[src/rtl/tft_pkg.sv]
// Shared constants and decoder state encoding for the TFT SPI monitor.
package tft_pkg;

  localparam logic [7:0] CMD_CASET = 8'h2A;
  localparam logic [7:0] CMD_PASET = 8'h2B;
  localparam logic [7:0] CMD_RAMWR = 8'h2C;

  typedef enum logic [2:0] {
    ST_IDLE,
    ST_CASET,
    ST_PASET,
    ST_RAMWR,
    ST_SKIP
  } dec_state_e;

endpackage

[src/rtl/tft_spi_rx.sv]
// SPI mode-0 byte receiver: synchronises the wires into clk, detects
// rising edges of spi_clk and reassembles MSB-first bytes tagged with D/C.
module tft_spi_rx (
  input  logic       clk,
  input  logic       rst,
  input  logic       spi_clk,
  input  logic       spi_mosi,
  input  logic       spi_dc,
  input  logic       spi_cs,
  output logic       byte_valid,
  output logic [7:0] byte_data,
  output logic       byte_dc
);

  logic [1:0] sclk_sync_q, mosi_sync_q, dc_sync_q, cs_sync_q;
  logic       sclk_prev_q;
  logic [6:0] shift_q;
  logic [2:0] bit_cnt_q;
  logic       byte_valid_q;
  logic [7:0] byte_data_q;
  logic       byte_dc_q;

  logic sclk_rise;
  logic last_bit;

  assign sclk_rise = sclk_sync_q[1] & ~sclk_prev_q;
  assign last_bit  = (bit_cnt_q == 3'd7);

  // Two-flop synchronisers plus the previous synced clock for edge detection.
  // cs resets to its idle (deselected) level.
  always_ff @(posedge clk) begin
    // NOTE: sequential state uses non-blocking assignments so every flop
    // samples the pre-edge values regardless of statement order.
    if (!rst) begin
      sclk_sync_q <= 2'b00;
      mosi_sync_q <= 2'b00;
      dc_sync_q   <= 2'b00;
      cs_sync_q   <= 2'b11;
      sclk_prev_q <= 1'b0;
    end else begin
      sclk_sync_q <= {sclk_sync_q[0], spi_clk};
      mosi_sync_q <= {mosi_sync_q[0], spi_mosi};
      dc_sync_q   <= {dc_sync_q[0], spi_dc};
      cs_sync_q   <= {cs_sync_q[0], spi_cs};
      sclk_prev_q <= sclk_sync_q[1];
    end
  end

  // Shift register and bit counter; the 8th edge completes the byte even if
  // cs rises on that same edge. cs high otherwise drops any partial byte.
  always_ff @(posedge clk) begin
    if (!rst) begin
      shift_q      <= '0;
      bit_cnt_q    <= '0;
      byte_valid_q <= 1'b0;
      byte_data_q  <= '0;
      byte_dc_q    <= 1'b0;
    end else begin
      byte_valid_q <= 1'b0;
      if (sclk_rise && (!cs_sync_q[1] || last_bit)) begin
        shift_q   <= {shift_q[5:0], mosi_sync_q[1]};
        bit_cnt_q <= bit_cnt_q + 3'd1;  // 7 -> 0 closes the byte
        if (last_bit) begin
          byte_valid_q <= 1'b1;
          byte_data_q  <= {shift_q, mosi_sync_q[1]};
          byte_dc_q    <= dc_sync_q[1];
        end
      end else if (cs_sync_q[1]) begin
        bit_cnt_q <= '0;
      end
    end
  end

  assign byte_valid = byte_valid_q;
  assign byte_data  = byte_data_q;
  assign byte_dc    = byte_dc_q;

endmodule

[src/rtl/tft_spi_monitor.sv]
// Passive TFT SPI display model: decodes CASET/PASET/RAMWR from the received
// byte stream into pixel-write events. COORD_W must lie in 9..16.
module tft_spi_monitor #(
  parameter int COORD_W = 9,
  parameter int X_LAST  = 239,
  parameter int Y_LAST  = 319
) (
  input  logic               clk,
  input  logic               rst,
  input  logic               spi_clk,
  input  logic               spi_mosi,
  input  logic               spi_dc,
  input  logic               spi_cs,
  output logic               byte_valid,
  output logic [7:0]         byte_data,
  output logic               byte_dc,
  output logic               pix_valid,
  output logic [COORD_W-1:0] pix_x,
  output logic [COORD_W-1:0] pix_y,
  output logic [15:0]        pix_color,
  output logic               frame_done
);

  import tft_pkg::*;

  localparam int HI_W = COORD_W - 8;
  localparam logic [COORD_W-1:0] ONE = COORD_W'(1);

  logic       rx_valid;
  logic [7:0] rx_data;
  logic       rx_dc;

  tft_spi_rx u_rx (
    .clk        (clk),
    .rst        (rst),
    .spi_clk    (spi_clk),
    .spi_mosi   (spi_mosi),
    .spi_dc     (spi_dc),
    .spi_cs     (spi_cs),
    .byte_valid (rx_valid),
    .byte_data  (rx_data),
    .byte_dc    (rx_dc)
  );

  dec_state_e          state_q, state_d;
  logic [1:0]          arg_idx_q, arg_idx_d;
  logic [HI_W-1:0]     start_hi_q, start_hi_d, end_hi_q, end_hi_d;
  logic [7:0]          start_lo_q, start_lo_d;
  logic [COORD_W-1:0]  xs_q, xs_d, xe_q, xe_d, ys_q, ys_d, ye_q, ye_d;
  logic [COORD_W-1:0]  x_q, x_d, y_q, y_d;
  logic                half_q, half_d;
  logic [7:0]          color_hi_q, color_hi_d;
  logic                pix_valid_q, pix_valid_d, frame_done_q, frame_done_d;
  logic [COORD_W-1:0]  pix_x_q, pix_x_d, pix_y_q, pix_y_d;
  logic [15:0]         pix_color_q, pix_color_d;

  // State, window, cursor and pixel output registers.
  always_ff @(posedge clk) begin
    if (!rst) begin
      state_q      <= ST_IDLE;
      arg_idx_q    <= '0;
      start_hi_q   <= '0;
      start_lo_q   <= '0;
      end_hi_q     <= '0;
      xs_q         <= '0;
      xe_q         <= COORD_W'(X_LAST);
      ys_q         <= '0;
      ye_q         <= COORD_W'(Y_LAST);
      x_q          <= '0;
      y_q          <= '0;
      half_q       <= 1'b0;
      color_hi_q   <= '0;
      pix_valid_q  <= 1'b0;
      frame_done_q <= 1'b0;
      pix_x_q      <= '0;
      pix_y_q      <= '0;
      pix_color_q  <= '0;
    end else begin
      state_q      <= state_d;
      arg_idx_q    <= arg_idx_d;
      start_hi_q   <= start_hi_d;
      start_lo_q   <= start_lo_d;
      end_hi_q     <= end_hi_d;
      xs_q         <= xs_d;
      xe_q         <= xe_d;
      ys_q         <= ys_d;
      ye_q         <= ye_d;
      x_q          <= x_d;
      y_q          <= y_d;
      half_q       <= half_d;
      color_hi_q   <= color_hi_d;
      pix_valid_q  <= pix_valid_d;
      frame_done_q <= frame_done_d;
      pix_x_q      <= pix_x_d;
      pix_y_q      <= pix_y_d;
      pix_color_q  <= pix_color_d;
    end
  end

  // Decoder: commands select the state, data bytes fill arguments or pixels.
  always_comb begin
    // NOTE: every variable gets a default first, so no path leaves one
    // unassigned and no latch is inferred.
    state_d      = state_q;
    arg_idx_d    = arg_idx_q;
    start_hi_d   = start_hi_q;
    start_lo_d   = start_lo_q;
    end_hi_d     = end_hi_q;
    xs_d         = xs_q;
    xe_d         = xe_q;
    ys_d         = ys_q;
    ye_d         = ye_q;
    x_d          = x_q;
    y_d          = y_q;
    half_d       = half_q;
    color_hi_d   = color_hi_q;
    pix_valid_d  = 1'b0;
    frame_done_d = 1'b0;
    pix_x_d      = pix_x_q;
    pix_y_d      = pix_y_q;
    pix_color_d  = pix_color_q;

    if (rx_valid) begin
      if (!rx_dc) begin
        arg_idx_d = '0;
        half_d    = 1'b0;
        case (rx_data)
          CMD_CASET: state_d = ST_CASET;
          CMD_PASET: state_d = ST_PASET;
          CMD_RAMWR: begin
            state_d = ST_RAMWR;
            x_d     = xs_q;
            y_d     = ys_q;
          end
          default:   state_d = ST_SKIP;
        endcase
      end else begin
        case (state_q)
          ST_CASET, ST_PASET: begin
            arg_idx_d = arg_idx_q + 2'd1;
            case (arg_idx_q)
              2'd0: start_hi_d = rx_data[HI_W-1:0];
              2'd1: start_lo_d = rx_data;
              2'd2: end_hi_d   = rx_data[HI_W-1:0];
              default: begin
                // Start and end commit together, only on the final argument.
                if (state_q == ST_CASET) begin
                  xs_d = {start_hi_q, start_lo_q};
                  xe_d = {end_hi_q, rx_data};
                end else begin
                  ys_d = {start_hi_q, start_lo_q};
                  ye_d = {end_hi_q, rx_data};
                end
                state_d = ST_SKIP;
              end
            endcase
          end
          ST_RAMWR: begin
            if (!half_q) begin
              color_hi_d = rx_data;
              half_d     = 1'b1;
            end else begin
              half_d       = 1'b0;
              pix_valid_d  = 1'b1;
              pix_x_d      = x_q;
              pix_y_d      = y_q;
              pix_color_d  = {color_hi_q, rx_data};
              frame_done_d = (x_q == xe_q) && (y_q == ye_q);
              if (x_q == xe_q) begin
                x_d = xs_q;
                y_d = (y_q == ye_q) ? ys_q : y_q + ONE;
              end else begin
                x_d = x_q + ONE;
              end
            end
          end
          default: ;
        endcase
      end
    end
  end

  assign byte_valid = rx_valid;
  assign byte_data  = rx_data;
  assign byte_dc    = rx_dc;
  assign pix_valid  = pix_valid_q;
  assign pix_x      = pix_x_q;
  assign pix_y      = pix_y_q;
  assign pix_color  = pix_color_q;
  assign frame_done = frame_done_q;

endmodule

[config.mk]
export PLATFORM = sky130hd
export DESIGN_NAME = tft_spi_monitor
export DESIGN_NICKNAME = d
export VERILOG_FILES = /design/src/rtl/tft_pkg.sv /design/src/rtl/tft_spi_rx.sv /design/src/rtl/tft_spi_monitor.sv
export SDC_FILE = /design/constraint.sdc
export NUM_CORES = 1
export LEC_CHECK = 0
export ABC_CLOCK_PERIOD_IN_PS = 3900
export CELL_PAD_IN_SITES_DETAIL_PLACEMENT = 0
export CELL_PAD_IN_SITES_GLOBAL_PLACEMENT = 1
export CORE_MARGIN = 3
export CORE_UTILIZATION = 47
export CTS_BUF_LIST = sky130_fd_sc_hd__clkbuf_16
export DETAILED_ROUTE_END_ITERATION = 10
export PLACE_DENSITY = 0.82
export SKIP_LAST_GASP = 1
export SYNTH_ARGS = -nofsm -noshare
export SYNTH_HDL_FRONTEND = slang
export SYNTH_SLANG_ARGS = --single-unit
[constraint.sdc]
create_clock -name clk -period 3.9 [get_ports clk]
set_clock_uncertainty 0.2 [all_clocks]
set_input_delay 0.39 -clock clk [delete_from_list [all_inputs] [get_ports clk]]
set_output_delay 0.39 -clock clk [all_outputs]
set_load 0.01 [all_outputs]
# After elaboration in Yosys (flattened, before gate mapping)
# Index checks and enable logic that the tools add are counted.
totals:
  register_bits: 143
  in_bits: 6
  out_inout_bits: 46
  wordCells: 102
classes:
  n_addsub: 4
  eq_ne: 16
  muxes: 24
  bitwise_logic: 5
  n_reduce_logical: 25
op_table:
  columns: ["cell", "count"]
  rows:
  - ["$mux W9", 11]
  - ["$reduce_and A4 Y1", 7]
  - ["$eq A8 B6 Y1 const B", 3]
  - ["$reduce_and A5 Y1", 4]
  - ["$add A9 B1 Y9 const B", 2]
  - ["$eq A9 B9 Y1", 2]
  - ["$mux W3", 5]
  - ["$ne A2 B2 Y1 const B", 5]
  - ["$pmux W3 S3", 1]
  - ["$reduce_and A2 Y1", 4]
  - ["$eq A3 B2 Y1 const B", 2]
  - ["$mux W1", 5]
  - ["$mux W2", 2]
  - ["$not A1 Y1", 4]
  - ["$reduce_bool A2 Y1", 2]
  - ["$add A3 B1 Y3 const B", 1]
  - ["$eq A3 B1 Y1 const B", 1]
  - ["$eq A3 B3 Y1 const B", 1]
  - ["$reduce_and A3 Y1", 1]
  - ["$reduce_or A3 Y1", 1]
  - ["$add A2 B1 Y2 const B", 1]
  - ["$eq A2 B1 Y1 const B", 1]
  - ["$eq A2 B2 Y1 const B", 1]
  - ["$logic_and A1 B1 Y1", 2]
  - ["other kinds (5)", 5]

# Depth between registers and ports, before layout
# Gate-level depths: netlist (run 1).
depth:
  word_depth: 6
  mapped_depth: 8

# Modules after synthesis
# A second synthesis (run 1) with hierarchy kept.
hier_totals:
  cells_unflattened: 718
  area_unflattened_um2: 6083.3
modules_own_cells:
  columns: ["mod", "instances", "cells_each", "area_each_um2"]
  rows:
  - ["tft_spi_monitor", 1, 606, 5002.3]
  - ["tft_spi_rx", 1, 112, 1081.0]

# Least setup slack after synthesis (run 1)
# Ideal clock, no wire load.
synth_timing:
  path_kind: "flip-flop to flip-flop"
  from: "reg u_rx.byte_dc_q (netlist: u_rx.byte_dc)"
  to: "reg xe_q[0]"
  setup_ns: 0.137
  arrival_ns: 1.842
  t_required_ns: 3.563
  path_slack_ns: 1.721
  stages_incl_launch_ff: 8
  synth_period_minus_slack_ns: 2.179
  cell_sequence: "dfxtp_1 buf_4 nand3_1 or4b_2 clkbuf_1 buf_2 nand2_1 nand3_1"
synth_via:
  elab_chain_cells: 1
synth_lines:
  columns: ["element", "line_no", "text"]
  rows:
  - ["from (decl)", "tft_spi_rx.sv:21", "logic byte_dc_q;"]
  - ["from (signal assigned)", "tft_spi_rx.sv:66", "byte_dc_q <= dc_sync_q[1];"]
  - ["$reduce_and A5 Y1 (no line)", null, null]
  - ["to (signal assigned)", "tft_spi_monitor.sv:66", "xe_q <= COORD_W'(X_LAST);"]
  - ["to (decl)", "tft_spi_monitor.sv:49", "logic [COORD_W-1:0] xs_q, xs_d, xe_q, xe_d, ys_q, ys_d, ye_q, ye_d;"]
# No other way between the ends.
# A chain may end at the register's enable or synchronous reset.

# Final worst setup path (run 1)
layout_timing:
  from: "reg u_rx.byte_dc_q (netlist: u_rx.byte_dc)"
  to: "reg y_q[5]"
layout_via:
  elab_chain_cells: 2
  elab_cells_between_ends: 6
  cone_classes: "3 x eq/ne; 1 x mux; 2 x reduce/logical"
layout_lines:
  columns: ["element", "line_no", "text"]
  rows:
  - ["$ne A2 B2 Y1 (no line) or $reduce_bool A2 Y1 (tied branches)", null, null]
  - ["$reduce_and A5 Y1 (no line)", null, null]
  - ["to (signal assigned)", "tft_spi_monitor.sv:89", "y_q <= y_d;"]
  - ["to (decl)", "tft_spi_monitor.sv:50", "logic [COORD_W-1:0] x_q, x_d, y_q, y_d;"]
# Several ways; a longest one is shown, not always the timed one.

==> results of run 1 <==
[cell type report]
type | count | area, um^2 | area share [%]
inverters | 6 | 22.5 | 0.319
flip-flops and latches | 143 | 2860 | 40.6
repair buffers | 64 | 621 | 8.80
clock buffers | 17 | 425 | 6.03
multi-input cells | 507 | 2830 | 40.0
well taps | 168 | 210 | 2.98
clock inverters | 15 | 87.6 | 1.24
[sequential cells by signal, summed over array words and instances (netlist names), 2 cells and up]
name / count
arg_idx_q: 2
color_hi_q: 8
pix_color: 16
pix_x: 9
pix_y: 9
start_lo_q: 8
state_q: 3
u_rx.bit_cnt_q: 3
u_rx.byte_data: 8
u_rx.cs_sync_q: 2
u_rx.dc_sync_q: 2
u_rx.mosi_sync_q: 2
u_rx.sclk_sync_q: 2
u_rx.shift_q: 7
x_q: 9
xe_q: 9
xs_q: 9
y_q: 9
ye_q: 9
ys_q: 9
[power breakdown]
| part | total (mW) | internal (mW) | leakage [nW] | switching, mW |
|---|---|---|---|---|
| Sequential | 1.47 | 1.47 | 1.15 | 0.00171 |
| Combinational | 0.0401 | 0.0114 | 0.997 | 0.0287 |
| Clock | 1.42 | 0.846 | 0.266 | 0.573 |
[worst min-delay path by stage]
stage / end / slack, ns / cells past startpoint
after global routing: u_rx.dc_sync_q[1] / 0.25 / 1
after floorplan: u_rx.cs_sync_q[1] / 0.19 / 1
after CTS: u_rx.dc_sync_q[1] / 0.24 / 1
after detailed placement: u_rx.cs_sync_q[1] / 0.21 / 1
final: u_rx.dc_sync_q[1] / 0.23 / 1
after global placement: u_rx.cs_sync_q[1] / 0.22 / 1
[routing by layer]
metal	track usage (%)	wire [um]	vias up
li1	-	-	2470
met3	4.35	749	20
met5	0	0	-
met2	33.7	6750	121
met1	29.3	6650	2347
met4	7.77	267	0
[kinds of logic (layout without fill, tap and decap cells)]
logic type,after synthesis,count (layout),synth area share [%]
AO/OA/AOI/OAI,120,120,11.9
XOR/XNOR,21,21,3.11
adder cells (fa/ha/maj),8,8,1.69
buffers and inverters,55,102,3.95
flip-flops,143,143,48.4
multiplexers,35,35,5.94
AND/OR/NAND/NOR,323,323,25.1
[critical path, cell delays in order (launching register included)]
cell and delay (ns):
dfxtp_1 0.64, nand3_1 0.21, or2_1 0.51, buf_4 0.33, nand2_1 0.39, nand3_1 0.34, o22ai_1 0.29
[synthesized netlist by cell type (2+ instances only)]
master | instances | share of area, %
a211oi_1 | 7 | 0.89
a21oi_1 | 78 | 6.6
a22oi_1 | 2 | 0.25
a2bb2oi_1 | 2 | 0.30
a311oi_1 | 2 | 0.30
a31oi_1 | 3 | 0.32
and2_1 | 8 | 0.85
and3_1 | 3 | 0.32
buf_1 | 3 | 0.19
buf_2 | 7 | 0.59
buf_4 | 3 | 0.38
clkbuf_1 | 35 | 2.2
dfxtp_1 | 143 | 48
ha_1 | 8 | 1.7
inv_1 | 5 | 0.32
mux2i_1 | 34 | 5.7
nand2_1 | 176 | 11
nand2b_1 | 4 | 0.42
nand3_1 | 41 | 3.5
nand3b_1 | 2 | 0.25
nand4_1 | 5 | 0.53
nand4b_1 | 2 | 0.30
nor2_1 | 47 | 3.0
nor2b_1 | 6 | 0.63
nor3_1 | 7 | 0.59
nor3_2 | 2 | 0.34
o211ai_1 | 2 | 0.25
o21ai_0 | 7 | 0.59
o221ai_1 | 2 | 0.30
o22ai_1 | 6 | 0.63
or2_2 | 3 | 0.32
or3_1 | 5 | 0.53
xnor2_1 | 11 | 1.6
xor2_1 | 10 | 1.5
==> metrics.yaml, run 1 <==
drcViolationCount: 0
synth_flop_cell: "dfxtp_1"
placement.io_buffers: 51
yosys_warnings: 0
r2r-end: "y_q[5]"
place_area_um2: 6540
grt_use_total_pct: 21.5
dr.pass1.iters: 5
fillers: 1135
syn_area_per_cell_um2: 8.40
r2r_start: "u_rx.byte_dc"
viasPerCell: 5.39
synth_seq_cells: 143
setup_viol: 0
fin_crit_ns: 3.00
core_area_um2: 12200
ioPinCount: 52
total_power_mw: 2.93
holdWs_ns: 0.233
leakage_nw: 2.42
grt_start_max_net_pins: 63
place_congestion: 0.846
critPathRequiredTime_ns: 4.03
reg2reg_slack_ns: 0.90
start_util_pct: 48.7
status: "finished clean"
grt_pass1_wl_mm: 24.3
cts_resized: 0
finalCoreUtilization_pct: 58.0
hpwl_mm: 9.57
vias: 4958
rsz0062_at_grt: "no"
cp-endpoint: "y_q[5]"
tightest_slew_ns: 1.15
critPathArrivalTime_ns: 3.13
final_nets: 753
clockBufferDepth: 2
fin_area_um2: 7050
dpl.cell_count: 888
startpoint_type: "flop"
fmax_mhz: 333
antenna_found_initial: 0
dieWidth_um: 118
post-place-ws_ns: 0.989
drive_above_1_share_pct: 7.05
min-delay-start: "u_rx.dc_sync_q[0]"
synth_cells: 705
htree_levels: 4
relSlewSlack_pct: 23.1
path_clk_slew_ns: 0.06
timing.final.ws_setup_ns: 0.896
startpoint: "u_rx.byte_dc"
worstRegToRegCells: 6
tns_ns: 0
synth-edff-count: 0
power_density_nw_per_um2: 415
fin_cells: 920
numCtsBuffers: 17
synthesis.nets: 719
synth_cell_types: 58
num_rows: 40
global_route.overflow_total: 0
irDropWorstVdd_v: 0.000255
hold_violations: 0
antenna_cells: 0
dieArea_um2: 14000
ant_nets: 0
period_share_pct: 77.0
insertion_delay_ns: 0.41
async_reset_ff_share_pct: 0
syn-cell-area_um2: 5920
die_h_um: 118
cts_tree: "yes"
ys_seq_area_share_pct: 48.4
critical_path.endpoint_type: "flop"
grt_pass1_vias: 4682
drv_cap: 0
mostFrequentLayoutCell: "nand2_1"
clock-sinks: 143
wire_per_inst_um: 15.7
final_cell_mix: "176 x nand2_1, 143 x dfxtp_1, 78 x a21oi_1, 51 x clkdlybuf4s50_1, 46 x nor2_1"
cts_root_buffer: "clkbuf_16"
drv_slew: 0
drtIter0Drc: 369
postCtsSetupBuffers: 0
area_delta_synth_final_pct: 19.2
hp-class: "reg -> reg"
path_class: "reg -> reg"
ctsHoldBuffers: 0
routed_wl_mm: 14.4
path_max_fanout: 23
No activity file was read; power rests on OpenSTA's default activity.
==> run 2: changes to the inputs <==
--- a/config.mk
+++ b/config.mk
@@ -5,14 +5,14 @@
 export SDC_FILE = /design/constraint.sdc
 export NUM_CORES = 1
 export LEC_CHECK = 0
-export ABC_CLOCK_PERIOD_IN_PS = 3900
+export ABC_CLOCK_PERIOD_IN_PS = 3000
 export CELL_PAD_IN_SITES_DETAIL_PLACEMENT = 0
 export CELL_PAD_IN_SITES_GLOBAL_PLACEMENT = 1
 export CORE_MARGIN = 3
-export CORE_UTILIZATION = 47
+export CORE_UTILIZATION = 43
 export CTS_BUF_LIST = sky130_fd_sc_hd__clkbuf_16
 export DETAILED_ROUTE_END_ITERATION = 10
-export PLACE_DENSITY = 0.82
+export PLACE_DENSITY = 0.76
 export SKIP_LAST_GASP = 1
 export SYNTH_ARGS = -nofsm -noshare
 export SYNTH_HDL_FRONTEND = slang
==> constraint.sdc (replaced) <==
create_clock -name clk -period 3 [get_ports clk]
set_clock_uncertainty 0.2 [all_clocks]
set_input_delay 0.3 -clock clk [delete_from_list [all_inputs] [get_ports clk]]
set_output_delay 0.3 -clock clk [all_outputs]
set_load 0.01 [all_outputs]
==> metrics.yaml, run 2 (synthesis results as in run 1) <==
total_power_mw: 3.95
fillers: 1295
hpwl_mm: 10.3
drtIter0Drc: 357
core_area_um2: 13300
crit_slowest_cell: "dfxtp_1"
startpoint_type: "flop"
insertion_delay_ns: 0.42
final-seq-area_um2: 2860
area_delta_synth_final_pct: 21.8
drv_cap: 0
drv_slew: 0
mostFrequentLayoutCell: "nand2_1"
ctsHoldBuffers: 0
crit_chain: "nor4b_4 > nand4_2 > and2_4 > or4b_1 > a31oi_1"
max_stage_delay_ns: 0.53
grt_pass1_wl_mm: 24.9
die_h_um: 123
ioPinCount: 52
irDropWorstVdd_v: 0.000361
relSlewSlack_pct: 57.8
wire_per_inst_um: 16.0
antenna_cells: 0
reg2reg_slack_ns: 0.66
place_congestion: 0.845
leakage_nw: 2.49
tightest_slew_ns: 0.632
hold_violations: 0
setup_viol: 0
postCtsSetupBuffers: 0
ant_nets: 0
finalCoreUtilization_pct: 54.0
cts_root_buffer: "clkbuf_16"
period_share_pct: 78.0
fmax_mhz: 427
routed_wl_mm: 15.0
antenna_found_initial: 0
fin_crit_ns: 2.34
drive_above_1_share_pct: 9.14
cts_resized: 0
path_max_fanout: 19
grt_start_max_net_pins: 61
tns_ns: 0
dieWidth_um: 123
numCtsBuffers: 17
drcViolationCount: 0
status: "finished clean"
path_class: "reg -> reg"
rsz0062_at_grt: "no"
critPathRequiredTime_ns: 3.15
hp-class: "reg -> reg"
timing.final.ws_setup_ns: 0.660
clock-sinks: 143
critPathArrivalTime_ns: 2.49
vias: 4940
post-place-ws_ns: 0.684
placement.io_buffers: 51
dr.pass1.iters: 4
start_util_pct: 44.3
dieArea_um2: 15200
cts_tree: "yes"
final_nets: 767
final_cell_mix: "176 x nand2_1, 143 x dfxtp_1, 78 x a21oi_1, 51 x clkdlybuf4s50_1, 46 x nor2_1"
global_route.overflow_total: 0
viasPerCell: 5.24
largest_reg_flops: 16
htree_levels: 4
critical_path.endpoint_type: "flop"
num_rows: 42
grt_pass1_vias: 4650
clockBufferDepth: 2
path_clk_slew_ns: 0.06
grt_use_total_pct: 21.2
multi_input_area_um2: 2830
power_density_nw_per_um2: 548
## run 2: final timing paths
kind,from,end,cells after the start
min,u_rx.dc_sync_q[0],u_rx.dc_sync_q[1],1
max reg2reg,u_rx.byte_valid,y_q[0],5
max,u_rx.byte_valid,y_q[0],5
min reg2reg,u_rx.dc_sync_q[0],u_rx.dc_sync_q[1],1
## run 2: through the flow
stage	hold WS [ns]	instances	cell area [um^2]
after floorplan	0.186	705	5920
after global placement	0.228	910	6660
after detailed placement	0.225	910	6660
after CTS	0.238	942	7210
after global routing	0.256	942	7210
final	0.236	942	7210
## run 2: worst max-delay path, delay by kind of cell, from the launching register on
family             cells  cell delay, ns
and+or+nand+nor        4            1.36
AOI/OAI and AO/OA      1            0.16
DFF                    1            0.53
## run 2: layout make-up
type                            instances  area share, %
Inverter                                6          0.312
Timing Repair Buffer                   78           10.1
Tap cell                              176           3.05
Clock inverter                         15           1.79
Multi-Input combinational cell        507           39.2
Sequential cell                       143           39.7
Clock buffer                           17           5.90
## run 2: where the power goes
| group | internal [mW] | switching (mW) | total (mW) | leakage [nW] |
|---|---|---|---|---|
| sequential | 1.90 | 0.00230 | 1.91 | 1.15 |
| clock | 1.20 | 0.787 | 1.99 | 0.269 |
| combinational | 0.0165 | 0.0388 | 0.0553 | 1.07 |
## run 2: layer usage
metal / track usage (%) / vias to the layer above / wire [um]
met4: 8.24 / 0 / 226
met5: 0 / - / 0
met2: 33.5 / 95 / 7030
met3: 4.39 / 17 / 593
met1: 28.6 / 2328 / 7190
li1: - / 2500 / -
==> run 3: changes to the inputs <==
--- a/config.mk
+++ b/config.mk
@@ -5,7 +5,7 @@
 export SDC_FILE = /design/constraint.sdc
 export NUM_CORES = 1
 export LEC_CHECK = 0
-export ABC_CLOCK_PERIOD_IN_PS = 3000
+export ABC_CLOCK_PERIOD_IN_PS = 2400
 export CELL_PAD_IN_SITES_DETAIL_PLACEMENT = 0
 export CELL_PAD_IN_SITES_GLOBAL_PLACEMENT = 1
 export CORE_MARGIN = 3
==> constraint.sdc (replaced) <==
create_clock -name clk -period 2.4 [get_ports clk]
set_clock_uncertainty 0.2 [all_clocks]
set_input_delay 0.24 -clock clk [delete_from_list [all_inputs] [get_ports clk]]
set_output_delay 0.24 -clock clk [all_outputs]
set_load 0.01 [all_outputs]
==> metrics.yaml, run 3 (synthesis results as in run 1) <==
path_max_fanout: 11
status: "finished clean"
mostFrequentLayoutCell: "nand2_1"
clock-sinks: 143
vias: 4942
drtIter0Drc: 246
hp-class: "in -> reg"
leakage_nw: 2.54
tightest_slew_ns: 0.623
finalCoreUtilization_pct: 54.7
dr.pass1.iters: 4
irDropWorstVdd_v: 0.000387
period_share_pct: 92.3
worstRegToRegCells: 5
post-place-ws_ns: 0.169
area_delta_synth_final_pct: 23.3
timing.final.ws_setup_ns: 0.184
grt_use_total_pct: 21.2
drive_above_1_share_pct: 9.75
fmax_mhz: 451
relSlewSlack_pct: 58.5
die_h_um: 123
rsz0062_at_grt: "no"
crit_slowest_cell: "or4b_1"
total_power_mw: 5.15
placement.io_buffers: 51
fin_cells: 945
critPathArrivalTime_ns: 2.37
ctsHoldBuffers: 0
grt_pass1_wl_mm: 24.7
crit_chain: "xnor2_1 > nand3_1 > o31a_1 > or4b_1 > a31oi_1"
routed_wl_mm: 15.1
wire_per_inst_um: 16.0
start_util_pct: 44.3
tns_ns: 0
htree_levels: 4
clockBufferDepth: 2
core_area_um2: 13300
dieWidth_um: 123
final_cell_mix: "176 x nand2_1, 142 x dfxtp_1, 78 x a21oi_1, 51 x clkdlybuf4s50_1, 46 x nor2_1"
power_density_nw_per_um2: 706
cts_tree: "yes"
insertion_delay_ns: 0.42
drcViolationCount: 0
fin_crit_ns: 2.22
global_route.overflow_total: 0
dpl.cell_count: 913
cts_root_buffer: "clkbuf_16"
path_class: "reg -> reg"
place_congestion: 0.856
setup_viol: 0
final_nets: 770
drv_slew: 0
ant_nets: 0
ioPinCount: 52
num_rows: 42
dieArea_um2: 15200
antenna_found_initial: 0
critical_path.endpoint_type: "flop"
viasPerCell: 5.23
max_stage_delay_ns: 0.55
numCtsBuffers: 17
grt_pass1_vias: 4749
critPathRequiredTime_ns: 2.55
holdPathStages: 2
hpwl_mm: 10.3
path_clk_slew_ns: 0.06
hold_violations: 0
largest_reg_flops: 16
antenna_cells: 0
startpoint_type: "flop"
grt_start_max_net_pins: 87
drv_cap: 0
run 3: changes by cell type in the layout (fill, tap and decap cells not counted), moves of 2 or more:
cell	change
buf_4	+2
clkinv_1	-3
bufinv_16	+2
inv_1	+2
run 3: final timing paths:
check | start | endpoint | slack [ns]
worst min register to register | u_rx.cs_sync_q[0] | u_rx.cs_sync_q[1] | 0.22
worst min-delay path | spi_cs | u_rx.cs_sync_q[0] | 0.18
worst max register to register | x_q[4] | y_q[0] | 0.18
worst max-delay path | x_q[4] | y_q[0] | 0.18
run 3: critical path, delay by kind of cell, from the launching register on:
family	cells	cell delay [ns]
flip-flops	1	0.46
AND/OR/NAND/NOR	2	0.69
AO/OA/AOI/OAI	2	0.63
XOR/XNOR	1	0.16
run 3: through the flow:
step / cell area (um^2) / hold slack [ns]
5_1_grt: 7300 / 0.203
2_1_floorplan: 5920 / 0.141
3_3_place_gp: 6690 / 0.196
3_5_place_dp: 6690 / 0.201
6_report: 7300 / 0.184
4_1_cts: 7300 / 0.172
run 3: what timing repair did:
action / 4_1_cts / 5_1_grt
gates resized for setup: 0 / 1
endpoints found under the setup margin: 0 / 5
setup buffers: 0 / 0
run 3: layout make-up:
class	instances	area [um^2]
fill	1258	6050
sequential	143	2860
clock buffer	17	425
inverter	6	22.5
multi-input combinational	507	2830
tap	176	220
clock inverter	15	179
timing repair buffer	81	761
run 3: power by group:
| group | switching, mW | leakage, nW | internal, mW | total, mW |
|---|---|---|---|---|
| sequential | 0.00266 | 1.15 | 2.38 | 2.38 |
| combinational | 0.0488 | 1.09 | 0.0219 | 0.0706 |
| clock | 0.982 | 0.295 | 1.71 | 2.69 |
| total | 1.03 | 2.54 | 4.12 | 5.15 |
run 3: layer usage:
layer / global-route usage [%] / wire length [um] / up-vias / part of all wire (%)
li1: - / - / 2489 / -
met1: 27.8 / 7090 / 2331 / 47
met2: 33.2 / 7100 / 97 / 47
met3: 4.76 / 608 / 25 / 4.0
met4: 9.48 / 308 / 0 / 2.0
met5: 0 / 0 / - / 0
==> RTL edit: new RTL, config.mk and constraints of run 3 <==
The output `pix_valid` loses its register stage (`pix_valid_q` becomes a continuous assignment).
--- a/src/rtl/tft_spi_monitor.sv
+++ b/src/rtl/tft_spi_monitor.sv
@@ -71,5 +71,4 @@
       half_q       <= 1'b0;
       color_hi_q   <= '0;
-      pix_valid_q  <= 1'b0;
       frame_done_q <= 1'b0;
       pix_x_q      <= '0;
@@ -90,5 +89,4 @@
       half_q       <= half_d;
       color_hi_q   <= color_hi_d;
-      pix_valid_q  <= pix_valid_d;
       frame_done_q <= frame_done_d;
       pix_x_q      <= pix_x_d;
@@ -97,4 +95,6 @@
     end
   end
+
+  assign pix_valid_q = pix_valid_d;
 
   // Decoder: commands select the state, data bytes fill arguments or pixels.
Function: same outputs for any inputs over 10 cycles, from zero or initial values and one cycle with rst low; that may be too few to reach the edited logic, so the function may still have changed.
==> RTL edit against run 3 <==
Worst setup slack got worse by 0.10 ns. Count of clock-buffer cells in the layout stayed put. Synthesized area fell by 0.70%. Design area fell by 0.33%. Non-clock buffer count fell by 1. Routed wire length shrank 4.2%. Total power is 3.4% higher. Critical path type is now flip-flop to output pin. Critical path depth is 1 lower. First-iteration DRC count up 25%. Largest cell class unchanged. Sequential cell count is 1 lower.
==> RTL edit: results (changes against run 3) <==
1st-pass router iterations=5 (+1); Num CTS Buffers=17 (unchanged); Worst-Skew Late Latency=0.42 ns (about the same); Placed Area=6610 um2 (-1.2%); All-Layer GR Usage=20.6% (-0.60 points); Detail Placement HPWL=9940 um (-3.2%); top cells by area, synth=dfxtp_1, nand2_1, a21oi_1, mux2i_1, nand3_1; via count=4860 (-1.7%); switching share of power=19.0% (-1.0 points); syn nets=718 (-0.14%); Clock Pin Slew Worst Setup and Hold Paths=0.06 ns (about the same); sequential share of the synthesized area=48.4% (about the same); layout cells sized above 1=10.2% (+0.40 points); multiplexer area fraction after synthesis=5.79% (-0.15 points); Post-Route WL=14500 um (-4.2%); Worst slew margin=57.6% (-0.92 points); max reg flops=16 (unchanged); Max IR drop VDD=0.422 mV (+8.9%); outcome=completed; HP Class=primary input to flip-flop; post-synth cell types=55 (-5.2%); crit path DAT=1.88 ns (-0.49 ns); 1st-iter DRT viols=308 (+25%); Post-Synth Adder-Cell Area=1.70% (+0.012 points); Worst Path Max Fanout=9 (-2); Fillers=1249 (-0.72%); post-CTS sizing=6 (+6); ys async rst share=0% (unchanged); first-pass GRT wire length=24000 um (-2.6%); XOR/XNOR Fraction of Synth Area=3.43% (+0.32 points); gpl congestion=0.929 (+8.4%); vias in the first global route=4689 (-1.3%); leakage power=2.51 nW (-1.1%); PortBufs=51 (unchanged); largest net degree at the start of global routing=59 (-32%); post-synthesis compound-gate area fraction=12.0% (+0.10 points); commonest cells in the netlist=nand2_1, dfxtp_1, a21oi_1, nor2_1, nand3_1; fin nets=769 (-0.13%)
-- RTL edit: power groups by stage --
stage / combinational, mW / sequential [mW] / clock [mW]
after floorplan: 0.0440 / 2.42 / 0
after global placement: 0.0684 / 2.42 / 0
after detailed placement: 0.0699 / 2.42 / 0
after CTS: 0.0703 / 2.37 / 2.95
after global routing: 0.0762 / 2.37 / 3.03
final: 0.0694 / 2.37 / 2.89
-- RTL edit: path summary, 6_finish.rpt --
kind,from,end,slack [ns],cells past startpoint
worst max-delay path,state_q[2],pix_valid,0.08,4
worst min-delay path,spi_cs,u_rx.cs_sync_q[0],0.18,2
worst max register to register,arg_idx_q[1],xs_q[5],0.22,5
worst min register to register,u_rx.cs_sync_q[0],u_rx.cs_sync_q[1],0.22,1
-- RTL edit: cell families (layout without fill, tap and decap cells) --
| family | after synthesis | after routing |
|---|---|---|
| AOI/OAI and AO/OA | 122 | 122 |
| and+or+nand+nor | 320 | 320 |
| adders and majority gates | 8 | 8 |
| DFF | 142 | 142 |
| xor gates and xnor gates | 23 | 23 |
| muxes | 34 | 34 |
| buffers and inverters | 55 | 119 |
-- RTL edit: layout make-up --
cell class | instances | area (um2) | area share [%]
Clock buffer | 17 | 425 | 5.85
Multi-Input combinational cell | 507 | 2800 | 38.5
Tap cell | 176 | 220 | 3.03
Inverter | 7 | 26.3 | 0.361
Timing Repair Buffer | 80 | 728 | 10.0
Clock inverter | 15 | 225 | 3.10
Sequential cell | 142 | 2850 | 39.2
-- RTL edit: per-layer routing --
layer / track usage, % / vias up / wire [um]
li1: - / 2482 / -
met1: 26.9 / 2267 / 6860
met2: 33.0 / 96 / 6880
met3: 4.94 / 15 / 568
met4: 7.70 / 0 / 170
met5: 0 / - / 0
-- RTL edit: per-stage QoR --
stage	worst slack, ns	power [mW]	std cells
2_1_floorplan	0.216	2.46	704
3_3_place_gp	0.227	2.49	912
3_5_place_dp	0.217	2.49	912
4_1_cts	0.0593	5.38	944
5_1_grt	0.0233	5.47	944
6_report	0.0829	5.32	944
-- RTL edit: critical path: stages (launching register included) --
cell             delay, ns
dfxtp_2               0.37
nand3b_4              0.18
or2_4                 0.29
clkinv_1              0.07
clkdlybuf4s50_1       0.54
